$ cat src/rtl/uart_rx.sv
// uart_rx -- oversampled UART receiver (8N1 by default, LSB first).
//
// Sits behind the baud/oversampling tick generator. It hunts for a falling
// edge on the line, confirms the start bit at its midpoint, then samples each
// data bit once per bit period (mid-bit). The byte and its status flags are
// presented together with a single-cycle done strobe.
//
// Optional build macro: UART_RX_PARITY_EN
//   Adds an even-parity bit between the data bits and the stop bit, plus the
//   o_parityError output.
//
// Ports:
//   i_clk          system clock
//   i_reset        asynchronous, active-high reset
//   i_tick         one-cycle oversampling pulse (OVERSAMPLING_FACTOR per bit)
//   i_rx           serial line, idle high, already synchronised upstream
//   o_data         last received byte, held until the next completed frame
//   o_rxDone       one-cycle strobe: frame complete, o_data/flags valid
//   o_frameError   stop bit sampled low for the last reported frame
//   o_parityError  (parity build only) parity mismatch for the last frame
//
// States:
//   IDLE   | line idle, waiting for a low level on i_rx
//   START  | counting to the middle of the start bit to confirm it
//   DATA   | sampling data bits, one per OVERSAMPLING_FACTOR ticks
//   PARITY | (parity build only) sampling the parity bit
//   STOP   | waiting SB_TICKS ticks in the stop bit, then reporting the frame

module uart_rx #(
    parameter int DATA_BITS           = 8,
    parameter int SB_TICKS            = 16,
    parameter int OVERSAMPLING_FACTOR = 16
) (
    input  logic                 i_clk,
    input  logic                 i_reset,
    input  logic                 i_tick,
    input  logic                 i_rx,
    output logic [DATA_BITS-1:0] o_data,
    output logic                 o_rxDone,
`ifdef UART_RX_PARITY_EN
    output logic                 o_frameError,
    output logic                 o_parityError
`else
    output logic                 o_frameError
`endif
);

    localparam int S_MAX = (OVERSAMPLING_FACTOR > SB_TICKS) ? OVERSAMPLING_FACTOR - 1
                                                            : SB_TICKS - 1;
    localparam int S_W   = (S_MAX > 0) ? $clog2(S_MAX + 1) : 1;
    localparam int N_W   = (DATA_BITS > 1) ? $clog2(DATA_BITS) : 1;

    localparam logic [S_W-1:0] S_MID      = S_W'(OVERSAMPLING_FACTOR / 2 - 1);
    localparam logic [S_W-1:0] S_BIT_END  = S_W'(OVERSAMPLING_FACTOR - 1);
    localparam logic [S_W-1:0] S_STOP_END = S_W'(SB_TICKS - 1);
    localparam logic [N_W-1:0] N_LAST     = N_W'(DATA_BITS - 1);

    typedef enum logic [2:0] {
        IDLE,
        START,
        DATA,
`ifdef UART_RX_PARITY_EN
        PARITY,
`endif
        STOP
    } state_t;

    state_t               state_reg, state_next;
    logic [S_W-1:0]       s_reg, s_next;
    logic [N_W-1:0]       n_reg, n_next;
    logic [DATA_BITS-1:0] b_reg, b_next;
    logic [DATA_BITS-1:0] data_next;
    logic                 done_next;
    logic                 ferr_next;
`ifdef UART_RX_PARITY_EN
    logic                 p_reg, p_next;
    logic                 perr_next;
`endif

    always_ff @(posedge i_clk or posedge i_reset) begin
        if (i_reset) begin
            state_reg     <= IDLE;
            s_reg         <= '0;
            n_reg         <= '0;
            b_reg         <= '0;
            o_data        <= '0;
            o_rxDone      <= 1'b0;
            o_frameError  <= 1'b0;
`ifdef UART_RX_PARITY_EN
            p_reg         <= 1'b0;
            o_parityError <= 1'b0;
`endif
        end else begin
            state_reg     <= state_next;
            s_reg         <= s_next;
            n_reg         <= n_next;
            b_reg         <= b_next;
            o_data        <= data_next;
            o_rxDone      <= done_next;
            o_frameError  <= ferr_next;
`ifdef UART_RX_PARITY_EN
            p_reg         <= p_next;
            o_parityError <= perr_next;
`endif
        end
    end

    always_comb begin
        state_next = state_reg;
        s_next     = s_reg;
        n_next     = n_reg;
        b_next     = b_reg;
        data_next  = o_data;
        done_next  = 1'b0;
        ferr_next  = o_frameError;
`ifdef UART_RX_PARITY_EN
        p_next     = p_reg;
        perr_next  = o_parityError;
`endif

        case (state_reg)
            IDLE: begin
                // Edge hunt runs every clock; the tick only paces later states.
                if (!i_rx) begin
                    state_next = START;
                    s_next     = '0;
                end
            end

            START: begin
                if (i_tick) begin
                    if (s_reg == S_MID) begin
                        if (!i_rx) begin
                            state_next = DATA;
                            s_next     = '0;
                            n_next     = '0;
                        end else begin
                            // Line went high again before mid-bit: glitch.
                            state_next = IDLE;
                        end
                    end else begin
                        s_next = s_reg + S_W'(1);
                    end
                end
            end

            DATA: begin
                if (i_tick) begin
                    if (s_reg == S_BIT_END) begin
                        s_next = '0;
                        // LSB arrives first, so shift right and insert at the MSB.
                        b_next = DATA_BITS'({i_rx, b_reg} >> 1);
                        if (n_reg == N_LAST) begin
`ifdef UART_RX_PARITY_EN
                            state_next = PARITY;
`else
                            state_next = STOP;
`endif
                        end else begin
                            n_next = n_reg + N_W'(1);
                        end
                    end else begin
                        s_next = s_reg + S_W'(1);
                    end
                end
            end

`ifdef UART_RX_PARITY_EN
            PARITY: begin
                if (i_tick) begin
                    if (s_reg == S_BIT_END) begin
                        p_next     = i_rx;
                        s_next     = '0;
                        state_next = STOP;
                    end else begin
                        s_next = s_reg + S_W'(1);
                    end
                end
            end
`endif

            STOP: begin
                if (i_tick) begin
                    if (s_reg == S_STOP_END) begin
                        state_next = IDLE;
                        done_next  = 1'b1;
                        data_next  = b_reg;
                        ferr_next  = ~i_rx;
`ifdef UART_RX_PARITY_EN
                        perr_next  = ^{b_reg, p_reg};
`endif
                    end else begin
                        s_next = s_reg + S_W'(1);
                    end
                end
            end

            default: state_next = IDLE;
        endcase
    end

endmodule
$ cat config.mk
export PLATFORM = sky130hd
export DESIGN_NAME = uart_rx
export DESIGN_NICKNAME = d
export VERILOG_FILES = /design/src/rtl/uart_rx.sv
export SDC_FILE = /design/constraint.sdc
export NUM_CORES = 1
export LEC_CHECK = 0
export ABC_AREA = 1
export BUFFER_PORTS_ARGS = -buffer_cell sky130_fd_sc_hd__buf_2
export CAP_MARGIN = 30
export CORE_MARGIN = 2
export CORE_UTILIZATION = 35
export DETAILED_ROUTE_END_ITERATION = 10
export GPL_TIMING_DRIVEN = 0
export PLACE_DENSITY = 0.49
export SLEW_MARGIN = 20
export SYNTH_ARGS = -nofsm -noshare
export SYNTH_HDL_FRONTEND = slang
export SYNTH_SLANG_ARGS = --single-unit
$ cat constraint.sdc
create_clock -name i_clk -period 2.5 [get_ports i_clk]
set_clock_uncertainty 0.1 [all_clocks]
set_input_delay 0.375 -clock i_clk [delete_from_list [all_inputs] [get_ports i_clk]]
set_output_delay 0.375 -clock i_clk [all_outputs]
set_load 0.1 [all_outputs]
# == Yosys cells after proc, flatten, opt, wreduce, memory -nomap -nowiden ==
# Cells that the tools add are included.
# totals
regBits,28
in_bits,4
# op_classes
n_addsub,2
n_eq_ne,17
mux,28
bitwise,1
n_reduce_logical,8
# op_table
operator,count
$mux 3,14
$mux 4,7
$ne 2x2->1 const B,11
$pmux 4 s4,1
$pmux 3 s4,1
$reduce_and 8->1,1
$reduce_and 7->1,1
$eq 3x2->1 const B,2
$pmux 3 s2,1
$reduce_and 3->1,2
$reduce_and 5->1,1
$add 4x1->4 const B,1
$eq 4x3->1 const B,1
$eq 4x4->1 const B,1
$reduce_bool 4->1,1
$add 3x1->3 const B,1
$eq 3x1->1 const B,1
$eq 3x3->1 const B,1
$logic_not 3->1,1
$mux 1,3
$mux 2,1
$reduce_bool 2->1,1
$not 1->1,1

# == Longest topological paths before layout ==
# logic_depth
depth_word,5
ltp_mapped,9

# == Worst setup path after synthesis ==
# Ideal clock, no wire load.
# synth_path
path_kind,register to register
startpoint,reg s_reg[0]
endpoint,reg s_reg[2]
setup_ns,0.117
arrival_ns,1.266
required_time_ns,2.283
slack_ns,1.018
stages_incl_launch_ff,8
path_buffers,0
cell_sequence,dfrtp_1 ha_1 nand3_4 nor2_2 nor2_1 nand2_1 nand2_1 nand2_1
# synth_via
elab_chain_len,4
word_cells_on_any_way,12
classes_between,1 x add/sub; 3 x eq/ne; 7 x mux; 1 x reduce/logical
# synth_lines
element,line,rtl
start: declaration,69,"logic [S_W-1:0] s_reg, s_next;"
start signal: assignment,95,s_reg <= s_next;
"$add 4x1->4, or another cell as far along","142, 163, 193",
$mux 4 (on tied branches),"184, 132, 149",
$mux 4 (on tied branches),"183, 131, 148",
$pmux 4 s4,121,case (state_reg)
# Parallel ways exist; a longest one is shown, timed or not. The select of a mux whose other input is x is not followed.
# A chain may end at the register's enable or synchronous reset.

# == Worst setup path in the final report ==
# Ends and elaborated chain as after synthesis.

==> metrics <==
CP Data Arrival Time=1.73 ns; Slowest cell on crit path=dfrtp_1; DP Wirelength=1.91 mm; maximum clock insertion buffer count=2; top-area cell type share of the netlist area=0.495; cell count of the worst reg-to-reg path=7; worst hold path class=in -> async; max layer used=met4; diode count=0; Initial Util=0.367; Top delay family on crit path=simple AND/OR/NAND/NOR gates; maximum operating frequency=604 MHz; Reg2Reg Launch Point=s_reg[0]; area leader, netlist=dfrtp_1; min Tclk post-route=1.66 ns; Clock Power Share=0.207; average cell area after synthesis=8.37 um^2; sequential share of the synthesized area=0.495; Multi-input gate area=566 um^2; sw frac=0.386; Final Hold Fails=0; Die Y=66.5 um; Worst-Margin Slew=0.555 ns; Post-Syn Instances=163; Via Count=1053; CP Class=reg -> reg; DRT iter0 DRCs=74; Syn Nets=170; CP Max Fanout=5; Logic pwr share=0.327; routed vias/inst=4.60; count of final setup violators=0; Req. time, crit path=2.57 ns; CTS H-tree lvls=1; initial antenna violation count=0; Routed WL=2.47 mm; slowest cell delay on critical path=0.42 ns; Clock Sinks=27; # Post-CTS Setup Buffers=0; IO buf count=13; Critical Path Sink Type=register; number of resized instances in the post-cts repair step=0; core area=3720 um^2; Hold Buf Count CTS=0; CP Cell Sequence=ha_1 -> nand3_4 -> nor2_2 -> nor2_1 -> nand2_1 -> nand2_1 -> nand2_1; DR WL met2=1.26 mm; setup ws final=0.843 ns; Syn. warnings=0; drt pass-1 iters=4; cell area after synthesis=1370 um^2; final net count=189; die area=4420 um^2; sequential share of power=0.466; Chip Width=66.5 um; commonest non-fill, non-tap cell in the layout=nand2_1; Met1 Wirelength=1.12 mm; Max Cap Viol=0; routed len/inst=10.8 um; most frequent cells in the layout=nand2_1, dfrtp_1, inv_1; drc violations=0; Sw Pwr=467 uW; fraction of layout cells with a size suffix above 1=0.215; Storage cell area=676 um^2; Tcrit/Tclk final=0.663; Synth area leaders=dfrtp_1, nand2_1, inv_1; number of library cell types mapped by synthesis=21; Setup crit start kind=register; Syn-to-layout area delta=13.8%; Clk Latency, worst-skew pair=0.27 ns; Site Rows=22; RSZ-0062 raised after global routing=no; met3 WL=69 um; crit-path most repeated cell=nand2_1; CTS Buf Count=3; fill count=387; PD cells=779 nW/um^2; Worst VDD drop=0.000290 V; r2r setup slk=0.84 ns; Power, Total=1.21 mW; global-route wire length before repair=4.48 mm; outcome=finished, final reports clean; antenna viol nets, final=0; Pint=743 uW; Place WS=0.839 ns; grt total ovfl=0; Reg clk slew, reported paths=0.09 ns; Pleak=0.842 nW; number of synthesized register bits=27; worst rel slew slack=0.629; GPL Wtd Cong=0.840; CTS tree=done; I/O Pins=14; largest net degree at the start of global routing=17; Overall Global Routing Usage=0.134; Slew Limit Fails=0; Fin Setup TNS=0 ns; reg-to-reg endpoint=s_reg[2]; vias in the first global route=1028; Root Driver=clkbuf_8; CP Buf/Inv Count=0
-- metrics by stage --
| step | hold WS, ns | cells | area, um^2 | util |
|---|---|---|---|---|
| after global placement | 0.363 | 224 | 1490 | 0.401 |
| final | 0.0352 | 229 | 1550 | 0.418 |
| after CTS | 0.0530 | 229 | 1550 | 0.418 |
| after detailed placement | 0.360 | 225 | 1510 | 0.405 |
| after floorplan | 0.328 | 163 | 1370 | - |
| after global routing | 0.0609 | 229 | 1550 | 0.418 |
-- metal layers --
metal,vias up,GRT usage
met4,0,0.0383
met1,500,0.161
li1,540,-
met5,-,0
met2,11,0.236
met3,2,0.0321
-- final cells by class --
cell class / count / area share
inverter: 25 / 0.0604
clock buffer: 3 / 0.0266
clock inverter: 1 / 0.00483
timing repair buffer: 14 / 0.0515
multi-input combinational: 108 / 0.364
sequential: 27 / 0.435
tap: 48 / 0.0386
buffer: 3 / 0.0193
-- cell usage after synthesis --
master,number
nand2_1,54
dfrtp_1,27
inv_1,23
nor2_1,10
nand3_1,9
o21ai_2,9
o21ai_0,8
ha_1,3
o21bai_1,3
buf_6,2
inv_2,2
nand2_2,2
nor2_2,2
o21ai_1,2
a21oi_1,1
buf_4,1
nand2_4,1
nand3_4,1
nand3b_1,1
nor3_4,1
xor2_1,1
-- power groups by stage --
stage / Combinational (mW) / Sequential (mW) / Clock (mW)
after global routing: 0.475 / 0.571 / 0.279
after CTS: 0.400 / 0.562 / 0.259
after floorplan: 0.314 / 0.572 / 0
final: 0.395 / 0.564 / 0.251
after detailed placement: 0.397 / 0.571 / 0
after global placement: 0.389 / 0.569 / 0
-- how the worst max path moves through the flow --
stage / slack (ns) / cells past startpoint / to / from
after detailed placement: 0.84 / 5 / b_reg[7] / s_reg[0]
after global placement: 0.85 / 7 / s_reg[2] / s_reg[0]
after global routing: 0.67 / 7 / s_reg[2] / s_reg[0]
after CTS: 0.83 / 5 / b_reg[7] / s_reg[0]
after floorplan: 1.02 / 7 / s_reg[2] / s_reg[0]
final: 0.84 / 7 / s_reg[2] / s_reg[0]
-- logic make-up (layout without fill, tap and decap cells) --
group                      after synthesis  in the layout  synth area share
AOI/OAI and AO/OA                       23             23             0.115
and+or+nand+nor                         81             81             0.266
xor gates and xnor gates                 1              1           0.00642
adders and majority gates                3              3            0.0275
buffers and inverters                   28             46            0.0907
DFF                                     27             27             0.495
Note: power is estimated with default switching activity, not from simulation.
